[src/rtl/icebus_status_frame_rx.sv]
// Icebus hand-status frame receiver: hunts for the response header, captures the payload,
// checks CRC16 and motor id, then presents decoded fields. Counters gated by ICEBUS_RX_STATS_EN.
module icebus_status_frame_rx #(
  parameter int unsigned CLK_FREQ_HZ  = 50_000_000,
  parameter logic [31:0] HEADER       = 32'h1CEB00DA,
  parameter int unsigned FRAME_LENGTH = 21
) (
  input  logic               clk,
  input  logic               reset,
  input  logic [7:0]         rx_data,
  input  logic               rx_data_ready,
  input  logic [7:0]         expected_id,
  input  logic [31:0]        byte_timeout_cycles,
  input  logic               abort,
  output logic               busy,
  output logic               frame_valid,
  output logic               crc_error,
  output logic               id_mismatch,
  output logic               timeout_error,
  output logic [7:0]         id,
  output logic signed [23:0] encoder0_position,
  output logic signed [23:0] encoder1_position,
  output logic signed [23:0] displacement,
  output logic signed [15:0] current,
  output logic signed [23:0] duty,
  output logic [15:0]        rx_crc,
  output logic [31:0]        frames_ok,
  output logic [15:0]        crc_errors
);

  localparam int unsigned PAYLOAD_LEN = FRAME_LENGTH - 4;
  localparam int unsigned CRC_LEN     = FRAME_LENGTH - 6;
  localparam int unsigned IDX_W       = 5;
  localparam logic [IDX_W-1:0] CRC_IDX  = IDX_W'(CRC_LEN);
  localparam logic [IDX_W-1:0] LAST_IDX = IDX_W'(PAYLOAD_LEN - 1);

  typedef enum logic [1:0] {HUNT, RECEIVE, CHECK} state_t;

  logic [31:0] unused_clk_freq;
  assign unused_clk_freq = 32'(CLK_FREQ_HZ);

  state_t           state, state_d;
  logic             rx_data_ready_prev;
  logic [31:0]      shift_q, shift_d;
  logic [IDX_W-1:0] idx_q, idx_d;
  logic [15:0]      crc_q, crc_d;
  logic [31:0]      timer_q, timer_d;
  logic [7:0]       payload [PAYLOAD_LEN];
  logic             accept;
  logic             pay_we, latch_fields, rx_crc_we;
  logic             ok_d, crc_err_d, mism_d, to_d;

  // CRC16 x^16+x^15+x^2+1, MSB of the byte shifted in first
  function automatic logic [15:0] crc16_d8(input logic [7:0] d, input logic [15:0] c);
    logic [15:0] r;
    r = c;
    for (int i = 7; i >= 0; i--) begin
      if (r[15] ^ d[i]) r = {r[14:0], 1'b0} ^ 16'h8005;
      else              r = {r[14:0], 1'b0};
    end
    return r;
  endfunction

  assign accept = rx_data_ready && !rx_data_ready_prev;

  always_comb begin
    state_d      = state;
    shift_d      = shift_q;
    idx_d        = idx_q;
    crc_d        = crc_q;
    timer_d      = timer_q;
    pay_we       = 1'b0;
    latch_fields = 1'b0;
    rx_crc_we    = 1'b0;
    ok_d         = 1'b0;
    crc_err_d    = 1'b0;
    mism_d       = 1'b0;
    to_d         = 1'b0;
    case (state)
      HUNT: begin
        if (accept) begin
          shift_d = {shift_q[23:0], rx_data};
          if (shift_d == HEADER) begin
            state_d = RECEIVE;
            idx_d   = '0;
            crc_d   = 16'hFFFF;
            timer_d = byte_timeout_cycles;
          end
        end
      end
      RECEIVE: begin
        if (accept) begin
          pay_we  = 1'b1;
          idx_d   = idx_q + IDX_W'(1);
          timer_d = byte_timeout_cycles;
          if (idx_q < CRC_IDX) crc_d = crc16_d8(rx_data, crc_q);
          if (idx_q == LAST_IDX) state_d = CHECK;
        end else if (byte_timeout_cycles != 32'd0) begin
          if (timer_q <= 32'd1) begin
            to_d    = 1'b1;
            state_d = HUNT;
            shift_d = '0;
          end else begin
            timer_d = timer_q - 32'd1;
          end
        end
      end
      CHECK: begin
        state_d   = HUNT;
        shift_d   = accept ? {24'd0, rx_data} : 32'd0;
        rx_crc_we = 1'b1;
        if (crc_q == {payload[CRC_LEN], payload[CRC_LEN+1]}) begin
          if (payload[0] == expected_id) begin
            ok_d         = 1'b1;
            latch_fields = 1'b1;
          end else begin
            mism_d = 1'b1;
          end
        end else begin
          crc_err_d = 1'b1;
        end
      end
      default: state_d = HUNT;
    endcase
    // Abort drops everything, including a byte arriving on the same edge
    if (abort) begin
      state_d      = HUNT;
      shift_d      = '0;
      pay_we       = 1'b0;
      latch_fields = 1'b0;
      rx_crc_we    = 1'b0;
      ok_d         = 1'b0;
      crc_err_d    = 1'b0;
      mism_d       = 1'b0;
      to_d         = 1'b0;
    end
  end

  always_ff @(posedge clk) begin
    if (reset) begin
      state              <= HUNT;
      rx_data_ready_prev <= 1'b0;
      shift_q            <= '0;
      idx_q              <= '0;
      crc_q              <= 16'hFFFF;
      timer_q            <= '0;
      for (int i = 0; i < int'(PAYLOAD_LEN); i++) payload[i] <= '0;
      busy               <= 1'b0;
      frame_valid        <= 1'b0;
      crc_error          <= 1'b0;
      id_mismatch        <= 1'b0;
      timeout_error      <= 1'b0;
      id                 <= '0;
      encoder0_position  <= '0;
      encoder1_position  <= '0;
      displacement       <= '0;
      current            <= '0;
      duty               <= '0;
      rx_crc             <= '0;
    end else begin
      state              <= state_d;
      rx_data_ready_prev <= rx_data_ready;
      shift_q            <= shift_d;
      idx_q              <= idx_d;
      crc_q              <= crc_d;
      timer_q            <= timer_d;
      if (pay_we) payload[idx_q] <= rx_data;
      busy               <= (state_d != HUNT);
      frame_valid        <= ok_d;
      crc_error          <= crc_err_d;
      id_mismatch        <= mism_d;
      timeout_error      <= to_d;
      if (rx_crc_we) rx_crc <= crc_q;
      // Big-endian field decode, only from a fully verified frame
      if (latch_fields) begin
        id                <= payload[0];
        encoder0_position <= {payload[1], payload[2], payload[3]};
        encoder1_position <= {payload[4], payload[5], payload[6]};
        displacement      <= {payload[7], payload[8], payload[9]};
        current           <= {payload[10], payload[11]};
        duty              <= {payload[12], payload[13], payload[14]};
      end
    end
  end

`ifdef ICEBUS_RX_STATS_EN
  always_ff @(posedge clk) begin
    if (reset) begin
      frames_ok  <= '0;
      crc_errors <= '0;
    end else begin
      if (ok_d) frames_ok <= frames_ok + 32'd1;
      if (crc_err_d && crc_errors != 16'hFFFF) crc_errors <= crc_errors + 16'd1;
    end
  end
`else
  assign frames_ok  = '0;
  assign crc_errors = '0;
`endif

endmodule

[config.mk]
export PLATFORM = sky130hd
export DESIGN_NAME = icebus_status_frame_rx
export DESIGN_NICKNAME = d
export VERILOG_FILES = /design/src/rtl/icebus_status_frame_rx.sv
export SDC_FILE = /design/constraint.sdc
export NUM_CORES = 1
export LEC_CHECK = 0
export BUFFER_PORTS_ARGS = -buffer_cell sky130_fd_sc_hd__buf_2
export CORE_ASPECT_RATIO = 1.2
export CORE_MARGIN = 2
export CORE_UTILIZATION = 57
export DETAILED_ROUTE_END_ITERATION = 7
export PLACE_DENSITY = 0.9
export SLEW_MARGIN = 20
export SYNTH_ARGS = -nofsm -noshare
export SYNTH_HDL_FRONTEND = slang
export SYNTH_SLANG_ARGS = --single-unit
[constraint.sdc]
create_clock -name clk -period 3.2 [get_ports clk]
set_input_delay 0.64 -clock clk [delete_from_list [all_inputs] [get_ports clk]]
set_output_delay 0.64 -clock clk [all_outputs]
set_load 0.1 [all_outputs]
# Yosys cells after proc, flatten, opt, wreduce, memory -nomap -nowiden
# Memories as Yosys holds them, arrays and structs flattened. A register that Yosys moved wholly into a read port is not among the register bits.
# Index checks and enable logic that the tools add are counted.
# word_totals
ramBits	136
ff_bits	109
n_memories	1
output_inout_bits	189
inputBits	52
# classes
n_addsub	2
bitwise	20
n_eq_ne	15
n_lt_le_gt_ge	2
reduce_logical	16
muxes	78
# mem_list
memory	words	word_bits	read_ports	rd_clocked_by_memory_dff	wr	line_no	rtl
payload	17	8	17	14	17	48	logic [7:0] payload [PAYLOAD_LEN];
# ops
cell	count
2-to-1 mux 16 bit	33
2-to-1 mux 32 bit	5
2-to-1 mux 24 bit	4
one-hot mux 24 bit (3 select lines)	1
one-hot mux 32 bit (2 select lines)	1
equality test 32 x 29 -> 1 bit (second input constant)	1
<= comparator 32 x 1 -> 1 bit (second input constant)	1
one-hot mux 16 bit (2 select lines)	1
nonzero test 32 bit	1
subtractor 32 x 1 -> 32 bit (second input constant)	1
NOT 3 bit	8
2-to-1 mux 5 bit	4
2-to-1 mux 1 bit	18
equality test 16 bit	1
2-to-1 mux 8 bit	2
AND reduction 5 bit	3
2-to-1 mux 2 bit	7
!= test 2 bit (second input constant)	7
one-hot mux 5 bit (2 select lines)	1
equality test 8 bit	1
OR reduction 8 bit	1
XOR 1 bit	8
!= test 3 bit (second input constant)	2
adder 5 x 1 -> 5 bit (second input constant)	1
other kinds (16)	20

# Logic depth before layout (Yosys ltp)
# logic_depth
word_depth	40
ltp_mapped	11

# Worst setup path before layout
# Ideal clock, no wire load.
# synth_path
path_kind	input to register
from	in reset
to	mem payload[0][0] (enable)
setup_ps	384
arrival_time_ps	2355
path_slack_ps	461
path_stages	5
path_cell_list	clkbuf_1 nor2b_1 nor4b_1 nand2_1 o21ai_0
# synth_lines
element	line_no	rtl
from (decl)	9	input logic reset,
to (decl)	48	

==> summary.md <==
| Metric | Value |
|---|---|
| Post-DR vias/cell | 5.72 |
| Die Ht | 184 um |
| Worst hold path cell count | 2 |
| CTS Buf Count | 35 |
| GRT busiest layer | met2 |
| Hold Path Origin | reset |
| Post-synth top area share | 28.9% |
| Worst slew pin tran | 1.09 ns |
| Initial core utilization | 58.1% |
| Area growth from synthesis to layout | 16.0% |
| Clock share of power | 45.0% |
| Worst R2R Path Depth | 8 |
| # rows | 65 |
| Synth area leaders | dfxtp_1, edfxtp_1, mux2i_1, and2_1, nor2_1 |
| Clk sinks | 357 |
| Worst R2R Start | payload[15][6]$_SDFFCE_PN0P_ |
| Finish-stage setup viols | 0 |
| Yosys cell types | 66 |
| Met2 Usage GRT | 44.7% |
| Die extent in x | 154 um |
| Max-cap violations | 0 |
| Post-synth top flop | dfxtp_1 |
| Async set-reset flop share out of synthesis | 0% |
| Initial antenna violation count | 1 |
| Final #Nets | 1,716 |
| R2r endpoint | encoder0_position[11]$_SDFFE_PP0P_ |
| Hpwl dp | 24,500 um |
| Sw frac | 23.2% |
| Crit. End Element | register |
| Slew Limit Fails | 0 |
| Top-count cell post-synth | dfxtp_1 |
| Highest Clock Rate | 0.365 GHz |
| Slew headroom | 27.1% |
| Via count | 11,500 |
| Crit-path max FO | 45 |
| Die area | 28,200 um^2 |
| Post-synth EDFFs | 136 |
| Final Hold Viols | 0 |
| GRT overflow | 0 |
| Seq pwr share | 49.3% |
| Top post-synthesis cells by count | dfxtp_1, nor2_1, nand2_1 |
| Mapped Cells | 1,476 |
| Internal power | 0.00753 W |
| Fin util | 67.4% |
| Leak | 6.94 nW |
| Core area | 26,400 um^2 |
| Global-route wire length before repair | 59,100 um |
| CTS tree | done |
| Syn Std Cell Area | 15,300 um^2 |
| Post-DP Area | 16,500 um^2 |
| Total negative slack | 0 ns |
| Largest net degree at the start of global routing | 98 |
| DRT Pass-1 Iters | 5 |
| Register area share after synthesis | 55.6% |
| Result of the run | complete, no violations |
| RSZ-0062 raised after global routing | false |
| Met1 Use GR | 33.1% |
| Initial DRC count | 951 |
| Share of cells above drive strength 1 | 18.4% |
| Post-synth top area cell | dfxtp_1 |
| Post-route cell area | 17,800 um^2 |
| M3 GR Usage | 4.27% |
| Fillers | 1,874 |
| Drt wl/cell | 18.7 um |
| IO Port Bufs | 192 |
| DRC violations left | 0 |
| Antenna viol nets, final | 0 |
| CTS max path bufs | 3 |
| Layout Skew | 0.0240 ns |
| Hold WS | 0.334 ns |
| Reg-to-reg setup timing slack | 0.46 ns |
| Critical path startpoint category | register |
| Period utilization | 85.6% |
| Kind of critical path | reg -> reg |
| Worst Hold Class | in -> reg |
| VDD IR max | 0.378 mV |
| Tmin final | 2.74 ns |
| GP Congestion | 0.874 |
| Sw power | 0.00227 W |
| Final wirelength | 37,600 um |
| Pwr/cell area | 552 nW/um^2 |
| Root Buffer | clkbuf_16 |
| Ports | 241 |
| Number of global-route vias before repair | 11,100 |
| Worst EP required | 3.57 ns |
| Comb power frac | 5.8% |
| Yosys Warn Count | 0 |
| Skew-Pair Late Insertion Delay | 0.54 ns |
| Syn_area_per_cell | 10.4 um^2 |
| H-tree levels | 2 |
| Yosys reg bits | 357 |
| Clock-pin transition on the worst setup and hold timing paths | 0.06 ns |
| Worst Hold End | rx_data_ready_prev$_SDFF_PP0_ |
| WP data arrival | 3.10 ns |
| GRT Total Usage | 26.1% |
## what timing repair did
item / 4_1_cts / 5_1_grt
resized for setup: 0 / 1
hold endpoints to repair: 0 / 0
setup buffers: 0 / 0
hold buffers: 0 / 0
setup endpoints to repair: 0 / 3
## critical path, cell delays in order, from the launching register on
cell      delay [ns]
edfxtp_1        0.40
xor2_1          0.17
nor4_1          0.46
nand4_1         0.28
nor3_2          0.23
buf_4           0.28
buf_12          0.34
mux2i_1         0.32
nor2_1          0.09
## state kept, by name, indices dropped and copies added (netlist names)
| name | count |
|---|---|
| payload | 136 |
| crc_error | 1 |
| id | 8 |
| encoder1_position | 24 |
| rx_data_ready_prev | 1 |
| busy | 1 |
| frame_valid | 1 |
| crc_q | 16 |
| duty | 24 |
| state | 2 |
| timer_q | 32 |
| idx_q | 5 |
| timeout_error | 1 |
| current | 16 |
| id_mismatch | 1 |
| shift_q | 24 |
| rx_crc | 16 |
| encoder0_position | 24 |
| displacement | 24 |
## layout by cell type (no fill, tap or decap), types with 12 or more instances in the layout
cell and count:
a21oi_1 74, and2_1 140, buf_2 191, buf_4 42, clkbuf_16 35, conb_1 48
dfxtp_1 221, edfxtp_1 136, mux2i_1 134, nand2_1 147, nand3_1 25, nand3b_1 16
nor2_1 171, nor3_1 12, nor4_1 21, o21ai_0 52, xnor2_1 20, xor2_1 25
## final cells by class
class                      instances  area, um^2  area share, %
antenna                            1        2.50         0.0141
clock buffer                      48         965           5.43
clock inverter                    16         269           1.52
inverter                          11        41.3          0.233
multi-input combinational       1011        6180           34.8
sequential                       357        8510           47.9
tap                              335         419           2.36
timing repair buffer             238        1370           7.72
## metrics by stage
stage	worst slack, ns	instances	power (W)
finish	0.462	2017	0.00980
global route	0.330	2016	0.0100
CTS	0.318	2016	0.00983
global placement	0.238	1952	0.00547
detailed placement	0.184	1952	0.00548
floorplan	0.461	1523	0.00539
## logic make-up after synthesis
group	synth area share (%)
and+or+nand+nor	19.2
DFF	55.6
AOI/OAI and AO/OA	7.32
buffers and inverters	5.40
muxes	8.83
xor gates and xnor gates	2.87
adders and majority gates	0.817
other	0.0245
## routing by layer
layer | share of wire [%] | vias up
met5 | 0.035 | -
met1 | 39 | 5515
met4 | 3.7 | 2
li1 | - | 5338
met2 | 49 | 570
met3 | 8.3 | 103
## how the worst max path moves through the flow
| stage | start | end | slack, ns | depth (start not counted) |
|---|---|---|---|---|
| floorplan | reset | payload[0][0]$_SDFFCE_PN0P_ | 0.46 | 5 |
| detailed placement | rx_data[4] | timer_q[29]$_SDFFE_PP0P_ | 0.18 | 7 |
| CTS | state[1]$_SDFF_PP0_ | timer_q[27]$_SDFFE_PP0P_ | 0.32 | 8 |
| global placement | rx_data[4] | timer_q[29]$_SDFFE_PP0P_ | 0.24 | 7 |
| global route | crc_q[14]$_SDFFE_PP1P_ | encoder0_position[11]$_SDFFE_PP0P_ | 0.33 | 8 |
| finish | payload[15][6]$_SDFFCE_PN0P_ | encoder0_position[11]$_SDFFE_PP0P_ | 0.46 | 8 |
## power by group through the flow
stage,clock (W),combinational [W],sequential [W]
after global routing,0.00462,0.000589,0.00483
after detailed placement,0,0.000553,0.00493
final,0.00441,0.000564,0.00483
after global placement,0,0.000546,0.00492
after CTS,0.00444,0.000559,0.00483
after floorplan,0,0.000473,0.00491
Note: power is estimated with default switching activity, not from simulation.
